File: config.mk
export PLATFORM = sky130hd
export DESIGN_NAME = display_scan_capture_flat
export DESIGN_NICKNAME = d
export VERILOG_FILES = /design/src/rtl/display_scan_capture_if.sv /design/src/rtl/display_scan_capture.sv /design/src/flat_wrapper.sv
export SDC_FILE = /design/constraint.sdc
export NUM_CORES = 1
export LEC_CHECK = 0
export ABC_AREA = 1
export BUFFER_PORTS_ARGS = -buffer_cell sky130_fd_sc_hd__buf_2
export CELL_PAD_IN_SITES_DETAIL_PLACEMENT = 0
export CELL_PAD_IN_SITES_GLOBAL_PLACEMENT = 1
export CORE_ASPECT_RATIO = 1.75
export CORE_MARGIN = 3
export CORE_UTILIZATION = 40
export DETAILED_ROUTE_END_ITERATION = 8
export PLACE_DENSITY_LB_ADDON = 0.1
export SLEW_MARGIN = 20
export SYNTH_ARGS = -nofsm -noshare
export SYNTH_HDL_FRONTEND = slang
export SYNTH_SLANG_ARGS = --single-unit
File: constraint.sdc
create_clock -name clk -period 2.65 [get_ports clk]
set_input_delay 0.53 -clock clk [delete_from_list [all_inputs] [get_ports clk]]
set_output_delay 0.53 -clock clk [all_outputs]
set_load 0.01 [all_outputs]
File: src/rtl/display_scan_capture_if.sv
// Bus bundle between the display scan tap (master) and display_scan_capture (slave).
interface display_scan_capture_if #(
    parameter int ERR_CNT_W = 8
);
    logic                 sample_en;
    logic [3:0]           digit_select;
    logic [3:0]           cout;
    logic                 err_clr;
    logic [15:0]          value;
    logic                 value_valid;
    logic                 frame_err;
    logic [ERR_CNT_W-1:0] err_count;
    logic                 locked;

    modport master (
        output sample_en, digit_select, cout, err_clr,
        input  value, value_valid, frame_err, err_count, locked
    );

    modport slave (
        input  sample_en, digit_select, cout, err_clr,
        output value, value_valid, frame_err, err_count, locked
    );
endinterface

File: src/rtl/display_scan_capture.sv
// Reassembles the 16-bit value shown on a 4-digit multiplexed display and flags scan-order errors.
// Optional: DISPLAY_CAPTURE_BLANK_EN treats digit_select 4'b1111 as a legal idle pattern.
//
// state   | meaning
// SYNC    | hunting for digit 0, not locked
// EXPECT0 | frame just completed, waiting for the next digit 0
// EXPECT1 | digit 0 captured, waiting for digit 1
// EXPECT2 | waiting for digit 2
// EXPECT3 | waiting for digit 3, which completes the frame
module display_scan_capture #(
    parameter int ERR_CNT_W = 8
) (
    input logic                  clk,
    input logic                  rst_n,
    display_scan_capture_if.slave bus
);
    typedef enum logic [2:0] {SYNC, EXPECT0, EXPECT1, EXPECT2, EXPECT3} state_t;

    state_t               state, state_nx;
    logic [15:0]          shadow, shadow_nx, value_q;
    logic                 valid_q, ferr_q;
    logic [ERR_CNT_W-1:0] err_q;
    logic                 legal, blank;
    logic [1:0]           idx, cur;
    logic                 wr_en, done, err;

    always_comb begin
        legal = 1'b1;
        idx   = 2'd0;
        case (bus.digit_select)
            4'b0111: idx = 2'd0;
            4'b1011: idx = 2'd1;
            4'b1101: idx = 2'd2;
            4'b1110: idx = 2'd3;
            default: legal = 1'b0;
        endcase
`ifdef DISPLAY_CAPTURE_BLANK_EN
        blank = (bus.digit_select == 4'b1111);
`else
        blank = 1'b0;
`endif
    end

    always_comb begin
        state_nx = state;
        wr_en    = 1'b0;
        done     = 1'b0;
        err      = 1'b0;
        case (state)
            EXPECT1: cur = 2'd1;
            EXPECT2: cur = 2'd2;
            EXPECT3: cur = 2'd3;
            default: cur = 2'd0;
        endcase
        if (bus.sample_en && !blank) begin
            case (state)
                SYNC: begin
                    if (!legal) begin
                        err = 1'b1;
                    end else if (idx == 2'd0) begin
                        wr_en    = 1'b1;
                        state_nx = EXPECT1;
                    end
                end
                EXPECT0: begin
                    if (legal && idx == 2'd0) begin
                        wr_en    = 1'b1;
                        state_nx = EXPECT1;
                    end else if (legal && idx == 2'd3) begin
                        wr_en = 1'b1;
                    end else begin
                        err      = 1'b1;
                        state_nx = SYNC;
                    end
                end
                default: begin
                    if (legal && idx == cur) begin
                        wr_en = 1'b1;
                        case (cur)
                            2'd1:    state_nx = EXPECT2;
                            2'd2:    state_nx = EXPECT3;
                            default: begin
                                done     = 1'b1;
                                state_nx = EXPECT0;
                            end
                        endcase
                    end else if (legal && idx == cur - 2'd1) begin
                        wr_en = 1'b1;
                    end else if (legal && idx == 2'd0) begin
                        // Early digit 0: the driver restarted its scan, so start a new frame here.
                        err      = 1'b1;
                        wr_en    = 1'b1;
                        state_nx = EXPECT1;
                    end else begin
                        err      = 1'b1;
                        state_nx = SYNC;
                    end
                end
            endcase
        end
    end

    always_comb begin
        shadow_nx = shadow;
        if (wr_en) begin
            case (idx)
                2'd0: shadow_nx[15:12] = bus.cout;
                2'd1: shadow_nx[11:8]  = bus.cout;
                2'd2: shadow_nx[7:4]   = bus.cout;
                2'd3: shadow_nx[3:0]   = bus.cout;
            endcase
        end
    end

    always_ff @(posedge clk) begin
        if (!rst_n) begin
            state   <= SYNC;
            shadow  <= 16'h0000;
            value_q <= 16'h0000;
            valid_q <= 1'b0;
            ferr_q  <= 1'b0;
            err_q   <= '0;
        end else begin
            state   <= state_nx;
            shadow  <= shadow_nx;
            valid_q <= done;
            ferr_q  <= err;
            if (done) begin
                value_q <= shadow_nx;
            end
            if (bus.err_clr) begin
                err_q <= '0;
            end else if (err && err_q != {ERR_CNT_W{1'b1}}) begin
                err_q <= err_q + 1'b1;
            end
        end
    end

    assign bus.value       = value_q;
    assign bus.value_valid = valid_q;
    assign bus.frame_err   = ferr_q;
    assign bus.err_count   = err_q;
    assign bus.locked      = (state != SYNC);
endmodule

File: src/flat_wrapper.sv
// flat-port wrapper written by rule: the top's interface ports become plain ports
module display_scan_capture_flat 
#(
    parameter int ERR_CNT_W = 8
)
  (clk, rst_n, bus_sample_en, bus_digit_select, bus_cout, bus_err_clr, bus_value, bus_value_valid, bus_frame_err, bus_err_count, bus_locked);
  display_scan_capture_if #(.ERR_CNT_W(ERR_CNT_W)) bus_i ();
  input logic clk;
  input logic rst_n;
  input wire logic [$bits(bus_i.sample_en)-1:0] bus_sample_en;
  input wire logic [$bits(bus_i.digit_select)-1:0] bus_digit_select;
  input wire logic [$bits(bus_i.cout)-1:0] bus_cout;
  input wire logic [$bits(bus_i.err_clr)-1:0] bus_err_clr;
  output wire logic [$bits(bus_i.value)-1:0] bus_value;
  output wire logic [$bits(bus_i.value_valid)-1:0] bus_value_valid;
  output wire logic [$bits(bus_i.frame_err)-1:0] bus_frame_err;
  output wire logic [$bits(bus_i.err_count)-1:0] bus_err_count;
  output wire logic [$bits(bus_i.locked)-1:0] bus_locked;
  assign bus_i.sample_en = bus_sample_en;
  assign bus_i.digit_select = bus_digit_select;
  assign bus_i.cout = bus_cout;
  assign bus_i.err_clr = bus_err_clr;
  assign bus_value = bus_i.value;
  assign bus_value_valid = bus_i.value_valid;
  assign bus_frame_err = bus_i.frame_err;
  assign bus_err_count = bus_i.err_count;
  assign bus_locked = bus_i.locked;
  display_scan_capture #(.ERR_CNT_W(ERR_CNT_W)) u_core (.clk(clk), .rst_n(rst_n), .bus(bus_i));
endmodule
==> results of run 1 <==
==> path summary, 6_finish.rpt <==
kind	from	endpoint	slack (ps)	depth (start not counted)
setup / recovery	bus_digit_select[2]	u_core.bus.value[6]$_SDFFE_PN0P_	650	15
hold / removal	u_core.shadow[7]$_SDFF_PN0_	u_core.shadow[7]$_SDFF_PN0_	490	2
setup reg to reg	u_core.state[0]$_SDFFE_PN0P_	u_core.bus.err_count[6]$_SDFFE_PP0P_	750	11
hold reg to reg	u_core.shadow[7]$_SDFF_PN0_	u_core.shadow[7]$_SDFF_PN0_	490	2
==> placed cells by master, fill, tap and decap left out, drive strengths merged <==
cell type	n
inv	42
o21a	16
clkinv	2
ha	1
o21ai	21
nor3	5
nand3	50
nand2	93
dfxtp	45
nor2	23
nand3b	1
buf	45
nand4	3
a21oi	26
xnor2	1
xor2	4
clkbuf	6
==> synthesized netlist by cell type (all sizes together) <==
| master | number |
|---|---|
| nand2 | 93 |
| nand3 | 50 |
| dfxtp | 45 |
| inv | 42 |
| a21oi | 26 |
| nor2 | 23 |
| o21ai | 21 |
| o21a | 16 |
| buf | 10 |
| nor3 | 5 |
| xor2 | 4 |
| clkbuf | 3 |
| nand4 | 3 |
| clkinv | 1 |
| ha | 1 |
| nand3b | 1 |
| xnor2 | 1 |
==> metal layers <==
layer	global-route usage, %	up-vias	wire length [µm]	share of wire [%]
met5	0	-	0	0
met4	5.70	0	106	1.8
met3	3.73	10	187	3.2
met2	29.1	39	2970	51
met1	19.9	1025	2610	44
li1	-	1188	-	-
==> stage by stage <==
step                      setup WS [ps]  power, µW  cell area, µm²  std cells
after floorplan                     802       1020            2560        345
after global placement              359       1120            2820        457
after detailed placement            316       1120            2820        457
after CTS                           644       1540            2900        464
after global routing                450       1610            2900        464
final                               650       1520            2900        464
==> sequential cells by signal, summed over array words and instances, names as in the netlist <==
name                    cells
u_core.bus.frame_err        1
u_core.bus.value_valid      1
u_core.shadow              16
u_core.state                3
u_core.bus.err_count        8
u_core.bus.value           16
==> layout make-up <==
cell class	count	share of cell area, %
Sequential cell	45	31.0
Multi-Input combinational cell	244	48.3
Timing Repair Buffer	45	8.80
Inverter	43	5.56
Clock buffer	6	2.50
Clock inverter	1	0.302
Tap cell	80	3.45
==> kinds of logic (layout without fill, tap and decap cells) <==
family          after synthesis  in the layout
flops                        45             45
buf+inv                      56             95
compound gates               63             63
fa+ha+maj                     1              1
xor+xnor                      5              5
simple gates                175            175
==> worst reg2reg max path, stage by stage, from the launching register on <==
cell,delay [ps]
dfxtp_1,440
inv_1,130
nand3_1,100
nand2_1,100
nand3_2,70
nand2_1,70
nand3_1,90
nand2_1,120
inv_1,120
nand4_1,320
nor2_1,190
nor2_1,60
==> power groups by stage <==
| stage | registers [µW] | logic, µW | clock network, µW |
|---|---|---|---|
| floorplan | 745 | 279 | 0 |
| global placement | 748 | 374 | 0 |
| detailed placement | 747 | 372 | 0 |
| CTS | 731 | 374 | 438 |
| global route | 737 | 411 | 463 |
| finish | 732 | 368 | 421 |
==> results_dict.tcl, run 1 <==
set metrics [dict create \
    synth_seq_cells 45 \
    synth_top_family_by_area "simple AND/OR/NAND/NOR gates" \
    ios 39 \
    seq_area_frac_synth_pct 35.1 \
    io_buffers 38 \
    clock_path_buffers 2 \
    die_h_um 112 \
    synth-compound-area-share_pct 13.9 \
    drt_iter0_drc 73 \
    period_needed_ps 2000 \
    syn_nets 358 \
    crit_required_ps 2860 \
    final_util_pct 46.6 \
    hold_viol_final 0 \
    multi_input_area_um2 1400 \
    antenna_found_initial 0 \
    synthCells 345 \
    max_cap_viol_count 0 \
    whs_ps 492 \
    cts-root-buf "clkbuf_8" \
    leakage_uw 0.00132 \
    relSlewSlack_pct 74.6 \
    die-area_um2 7440 \
    finalSetupViolCount 0 \
    path_class "in -> reg" \
    rows 38 \
    grt_overflow 0 \
    cts_resized 0 \
    cpMaxStageDelayCell "nand2_2" \
    clock_skew_ps 5.51 \
    worstPathCellList "buf_2, nand2_1, inv_2, nand2_2, nand2_1, nand2_1, nand2_1, nor2_4, nand3_4, nand2_8, nand2_4, nand2_1, nand3_1, nand2_1, inv_1" \
    timing.critical_path.mode_cell "nand2_1" \
    p_int_uw 1000 \
    p_sw_share_pct 34.1 \
    synth_area_leaders "dfxtp_1, nand2_1, nand3_2, inv_1, nand3_1" \
    viasPerCell 4.88 \
    fill_cells 666 \
    num_vias 2262 \
    seq_area_um2 901 \
    peakVddDrop_mv 0.333 \
    detail_route.wl_per_cell_um 12.7 \
    muxShareOfSynthArea_pct 0 \
    p_sw_uw 519 \
    clock-sinks 45 \
    cpLargestDelayFamily "simple AND/OR/NAND/NOR gates" \
    synth_area_per_cell_um2 7.43 \
    fp.coreArea_um2 6230 \
    seq_power_share_pct 48.1 \
    crit_path_max_fanout 16 \
    drv_slew 0 \
    cts-htree-levels 2 \
    pwr-share-clk_pct 27.7 \
    track_usage_pct 16.8 \
    powerDensity_nw_per_um2 524 \
    grt_pass1_vias 2074 \
    worst_pin_slew_ps 381 \
    clkTransAtPathRegs_ps 90 \
    place_congestion 0.840 \
    start_util_pct 41.2 \
    drt-total-wl_um 5870 \
    fmax_mhz 500 \
    post-route-drc-count 0 \
    synth_top_area_cell "dfxtp_1" \
    start_kind "input pin" \
    critPathCaptureType "flip-flop" \
    setup-tns-final_ps 0 \
    die_w_um 66.5 \
    power_frac_comb_pct 24.2 \
    ctsHoldBuffers 0 \
    slowest_delay_ps 210 \
    grt_max_degree 33 \
    area_growth_pct 13.2 \
    status "completed" \
    cts_inserted_buffers 5 \
    dp_hpwl_um 4220 \
    drive_gt1_share_pct 25.0 \
    dr.pass1.iters 4 \
    worstPathArrival_ps 2210 \
    synth_warnings 0 \
    fin_nets 397 \
    hold_path_class "reg -> reg" \
    worst-path-buf-inv 3 \
    synth-xor-area-share_pct 1.71 \
    diodes 0 \
    rsz0062_at_grt "no" \
    fin_crit_sh_pct 75.5 \
    synth_area_um2 2560 \
    tritoncts "yes" \
    grt_pass1_wl_um 9850 \
    cts_setup_buffers 0 \
    antenna_left 0 \
    clk_latency_ps 300 \
    synth_top_area_share_pct 35.1 \
    synth-simple-area-share_pct 38.7 \
    synth_fa_ha_area_share_pct 0.488 \
    ys_types 29 \
]
Power figures use the tool's default switching activity.
==> run 2: changes to the inputs <==
clock period = 2.1 ns   (was 2.65 ns; I/O delays follow)
==> run 2 against run 1 <==
  * Sequential power up 26%
  * Routed wire length down 0.58%
  * Die area unchanged
  * Critical path type is now reg -> reg
  * Largest power group unchanged
==> results_dict.tcl, run 2 (synthesis results as in run 1) <==
set metrics [dict create \
    status "completed" \
    worstPathArrival_ps 2050 \
    rsz0062_at_grt "no" \
    use_met3_pct 3.53 \
    p_sw_uw 663 \
    rows 38 \
    cts-htree-levels 2 \
    reg2reg_slack_ps 260 \
    critPathCaptureType "flip-flop" \
    dpl_cell_area_um2 2870 \
    layout_common_cells "nand2_1, dfxtp_1, inv_1" \
    max_cap_viol_count 0 \
    met2_usage_pct 30.0 \
    clk_latency_ps 300 \
    place_congestion 0.825 \
    drt_iter0_drc 78 \
    hold_path_class "in -> reg" \
    crit_required_ps 2310 \
    antenna_left 0 \
    critical_path.startpoint "u_core.state[0]$_SDFFE_PN0P_" \
    final_common_cell "nand2_1" \
    fin_area_um2 2990 \
    clock-sinks 45 \
    tritoncts "yes" \
    rr_endpoint "u_core.bus.err_count[6]$_SDFFE_PP0P_" \
    grtUsageMet1_pct 19.9 \
    cts-root-buf "clkbuf_8" \
    fill_cells 639 \
    grt_overflow 0 \
    start_util_pct 41.2 \
    start_kind "flip-flop" \
    powerDensity_nw_per_um2 689 \
    fmax_mhz 543 \
    final_cells 471 \
    diodes 0 \
    cts_setup_buffers 0 \
    grt_pass1_wl_um 10100 \
    crit_path_max_fanout 8 \
    clock_path_buffers 2 \
    drive_gt1_share_pct 26.6 \
    track_usage_pct 17.3 \
    dp_hpwl_um 4210 \
    p_sw_share_pct 32.2 \
    fin_crit_sh_pct 87.7 \
    worst_pin_slew_ps 353 \
    ios 39 \
    io_buffers 38 \
    clock_skew_ps 6.20 \
    die_w_um 66.5 \
    power_frac_comb_pct 22.8 \
    hold_viol_final 0 \
    cts_inserted_buffers 5 \
    clkTransAtPathRegs_ps 90 \
    num_vias 2249 \
    seq_power_share_pct 44.9 \
    grt_pass1_vias 2204 \
    finalSetupViolCount 0 \
    r2r-start "u_core.state[0]$_SDFFE_PN0P_" \
    p_int_uw 1400 \
    viasPerCell 4.77 \
    top_usage_layer "met2" \
    detail_route.wl_per_cell_um 12.4 \
    worstRegToRegCells 11 \
    peakVddDrop_mv 0.530 \
    period_needed_ps 1840 \
    die_h_um 112 \
    antenna_found_initial 0 \
    drt-total-wl_um 5840 \
    fin_nets 403 \
    fp.coreArea_um2 6230 \
    drv_slew 0 \
    area_growth_pct 16.6 \
    die-area_um2 7440 \
    endpoint "u_core.bus.err_count[6]$_SDFFE_PP0P_" \
    post-route-drc-count 0 \
    leakage_uw 0.00135 \
    relSlewSlack_pct 76.4 \
    path_class "reg -> reg" \
    dpl.cell_count 463 \
    grt_max_degree 33 \
    dr.pass1.iters 4 \
    pwr-share-clk_pct 32.4 \
]
-- run 2: power groups by stage --
stage / Sequential [µW] / Combinational, µW / Clock, µW
2_1_floorplan: 940 / 353 / 0
3_3_place_gp: 944 / 472 / 0
6_report: 925 / 470 / 667
3_5_place_dp: 944 / 471 / 0
4_1_cts: 924 / 472 / 703
5_1_grt: 932 / 530 / 726
-- run 2: how the worst min path moves through the flow --
stage | from | endpoint | slack [ps] | depth (start not counted)
floorplan | u_core.shadow[2]$_SDFF_PN0_ | u_core.shadow[2]$_SDFF_PN0_ | 460 | 2
global placement | u_core.shadow[5]$_SDFF_PN0_ | u_core.shadow[5]$_SDFF_PN0_ | 480 | 2
detailed placement | u_core.shadow[3]$_SDFF_PN0_ | u_core.shadow[3]$_SDFF_PN0_ | 480 | 2
CTS | bus_err_clr | u_core.bus.err_count[6]$_SDFFE_PP0P_ | 350 | 4
global route | bus_err_clr | u_core.bus.err_count[6]$_SDFFE_PP0P_ | 370 | 4
finish | bus_err_clr | u_core.bus.err_count[6]$_SDFFE_PP0P_ | 370 | 4
-- run 2: timing repair --
item	CTS	global route
gates resized for setup	0	3
hold buffers	0	0
setup endpoints to repair	0	8
endpoints found under the hold margin	0	0
-- run 2: final cells by class --
class	count	area (µm²)	share of cell area, %
Clock buffer	6	72.6	2.43
Clock inverter	2	38.8	1.30
Inverter	43	161	5.40
Multi-Input combinational cell	244	1410	47.2
Sequential cell	45	902	30.2
Tap cell	80	100	3.35
Timing Repair Buffer	51	304	10.2
-- run 2: stage by stage --
step | setup TNS (ps) | setup WS, ps | power [µW] | utilization [%] | hold WS (ps)
global placement | -221 | -31.8 | 1420 | 46.0 | 478
global route | 0 | 44.5 | 2190 | 48.0 | 370
finish | 0 | 258 | 2060 | 48.0 | 368
detailed placement | -553 | -58.8 | 1410 | 46.0 | 484
CTS | 0 | 167 | 2100 | 47.8 | 351
floorplan | 0 | 362 | 1290 | - | 461
-- run 2: metal layers --
layer	wire length (µm)	up-vias
met5	0	-
met4	145	0
met3	194	7
met2	2940	36
met1	2550	1005
li1	-	1201
-- run 2: worst max-delay path, cell delays in order (launching register included) --
cell and delay [ps]:
dfxtp_1 440, inv_1 140, nand3_1 110, nand2_1 90, inv_1 60, nand2_1 40
nand2_1 90, inv_1 90, nand3_4 130, nand4_1 310, nor2_1 190, nor2_1 60
==> run 3: changes to the inputs <==
PLACE_DENSITY_LB_ADDON = 0.08   (was 0.1)
==> run 3 against run 2 <==
  * Cell area increased by 1.0%
  * Critical endpoint is now u_core.bus.value[7]$_SDFFE_PN0P_
  * Sequential share of layout area decreased by 0.31 points
  * Clock power about the same
  * Global-route usage increased by 0.12 points
  * Sequential power about the same
  * Largest cell class unchanged
  * Count of clock-buffer cells in the layout unchanged
  * Die area unchanged
  * Register-to-register slack improved by 20 ps
  * Final cell count increased by 0.64%
  * Via count increased by 1.2%
  * Power increased by 0.56%
  * Hold slack got worse by 2.5 ps
==> results_dict.tcl, run 3 (synthesis results as in run 1) <==
set metrics [dict create \
    peakVddDrop_mv 0.532 \
    leakage_uw 0.00137 \
    cts-root-buf "clkbuf_8" \
    die-area_um2 7440 \
    cts-htree-levels 2 \
    rsz0062_at_grt "no" \
    clock_path_buffers 2 \
    finalPower_uw 2070 \
    num_vias 2276 \
    final_common_cell "nand2_1" \
    max_cap_viol_count 0 \
    setup-tns-final_ps 0 \
    fp.coreArea_um2 6230 \
    path_class "reg -> reg" \
    clock_skew_ps 5.63 \
    crit_required_ps 2310 \
    cts_setup_buffers 0 \
    dp_slack_ps -13.8 \
    cts_inserted_buffers 5 \
    dr.pass1.iters 4 \
    rows 38 \
    crit_path_max_fanout 16 \
    track_usage_pct 17.4 \
    timing.final.ws_setup_ps 274 \
    clock-sinks 45 \
    grt_max_degree 20 \
    clk_latency_ps 300 \
    io_buffers 38 \
    status "completed" \
    final_util_pct 48.5 \
    fin_crit_sh_pct 86.9 \
    powerDensity_nw_per_um2 686 \
    fmax_mhz 548 \
    hold_path_class "in -> reg" \
    tritoncts "yes" \
    antenna_found_initial 0 \
    finalSetupViolCount 0 \
    drt-total-wl_um 5900 \
    fin_nets 406 \
    area_growth_pct 17.9 \
    worstPathArrival_ps 2040 \
    detail_route.wl_per_cell_um 12.4 \
    dp_hpwl_um 4380 \
    worst_pin_slew_ps 261 \
    diodes 0 \
    grt_pass1_wl_um 10000 \
    layout_common_cells "nand2_1, dfxtp_1, inv_1" \
    drive_gt1_share_pct 27.2 \
    whs_ps 365 \
    place_congestion 0.827 \
    ios 39 \
    die_h_um 112 \
    clkTransAtPathRegs_ps 90 \
    grt_overflow 0 \
    post-route-drc-count 0 \
    drv_slew 0 \
    period_needed_ps 1830 \
    critPathCaptureType "flip-flop" \
    relSlewSlack_pct 82.5 \
    hold_viol_final 0 \
    grt_pass1_vias 2218 \
    start_kind "flip-flop" \
    drt_iter0_drc 76 \
    viasPerCell 4.80 \
    antenna_left 0 \
    start_util_pct 41.2 \
    die_w_um 66.5 \
]
## run 3: changes by cell type in the layout (fill, tap and decap cells not counted), sizes merged
cell / previous run / this run
buf: 51 / 54
## run 3: per-layer routing
layer | track usage [%] | share of wire (%) | up-vias
li1 | - | - | 1207
met1 | 19.5 | 42 | 1029
met4 | 6.11 | 1.6 | 0
met3 | 3.03 | 2.7 | 7
met5 | 0 | 0 | -
met2 | 31.7 | 53 | 33
## run 3: power breakdown
group | switching [µW] | total [µW] | internal, µW
Clock | 307 | 664 | 358
Sequential | 36.0 | 923 | 887
Combinational | 319 | 486 | 167
## run 3: cell type report
class | instances | area (µm²)
clock buffers | 6 | 72.6
clock inverters | 2 | 38.8
fillers | 666 | 3210
inverters | 43 | 161
multi-input cells | 244 | 1410
flip-flops and latches | 45 | 902
well taps | 80 | 100
repair buffers | 54 | 335
## run 3: worst max-delay path, stage by stage, from the launching register on
cell and delay (ps):
dfxtp_1 430, inv_1 130, nand3_1 110, nand2_1 90, inv_1 60, nand2_1 40, nand2_1 90, nand3_1 110
nand2_1 100, inv_2 60, nand2_8 70, nand2_8 140, nand2_1 120, nand3_1 70, nand2_1 60, inv_1 30
## run 3: timing repair
action,in CTS,in global routing
hold buffers,0,0
setup endpoints to repair,0,5
resized for setup,0,2
## run 3: stage by stage
step	area [µm²]	cells
2_1_floorplan	2560	345
3_3_place_gp	2900	466
3_5_place_dp	2900	466
4_1_cts	3010	474
5_1_grt	3020	474
6_report	3020	474
## run 3: final timing paths
kind                                start                                    to  slack [ps]  cells past startpoint
max          u_core.state[0]$_SDFFE_PN0P_      u_core.bus.value[7]$_SDFFE_PN0P_         270                     15
min                           bus_err_clr  u_core.bus.err_count[6]$_SDFFE_PP0P_         370                      4
max reg2reg  u_core.state[0]$_SDFFE_PN0P_      u_core.bus.value[7]$_SDFFE_PN0P_         270                     15
min reg2reg   u_core.shadow[4]$_SDFF_PN0_           u_core.shadow[4]$_SDFF_PN0_         500                      2
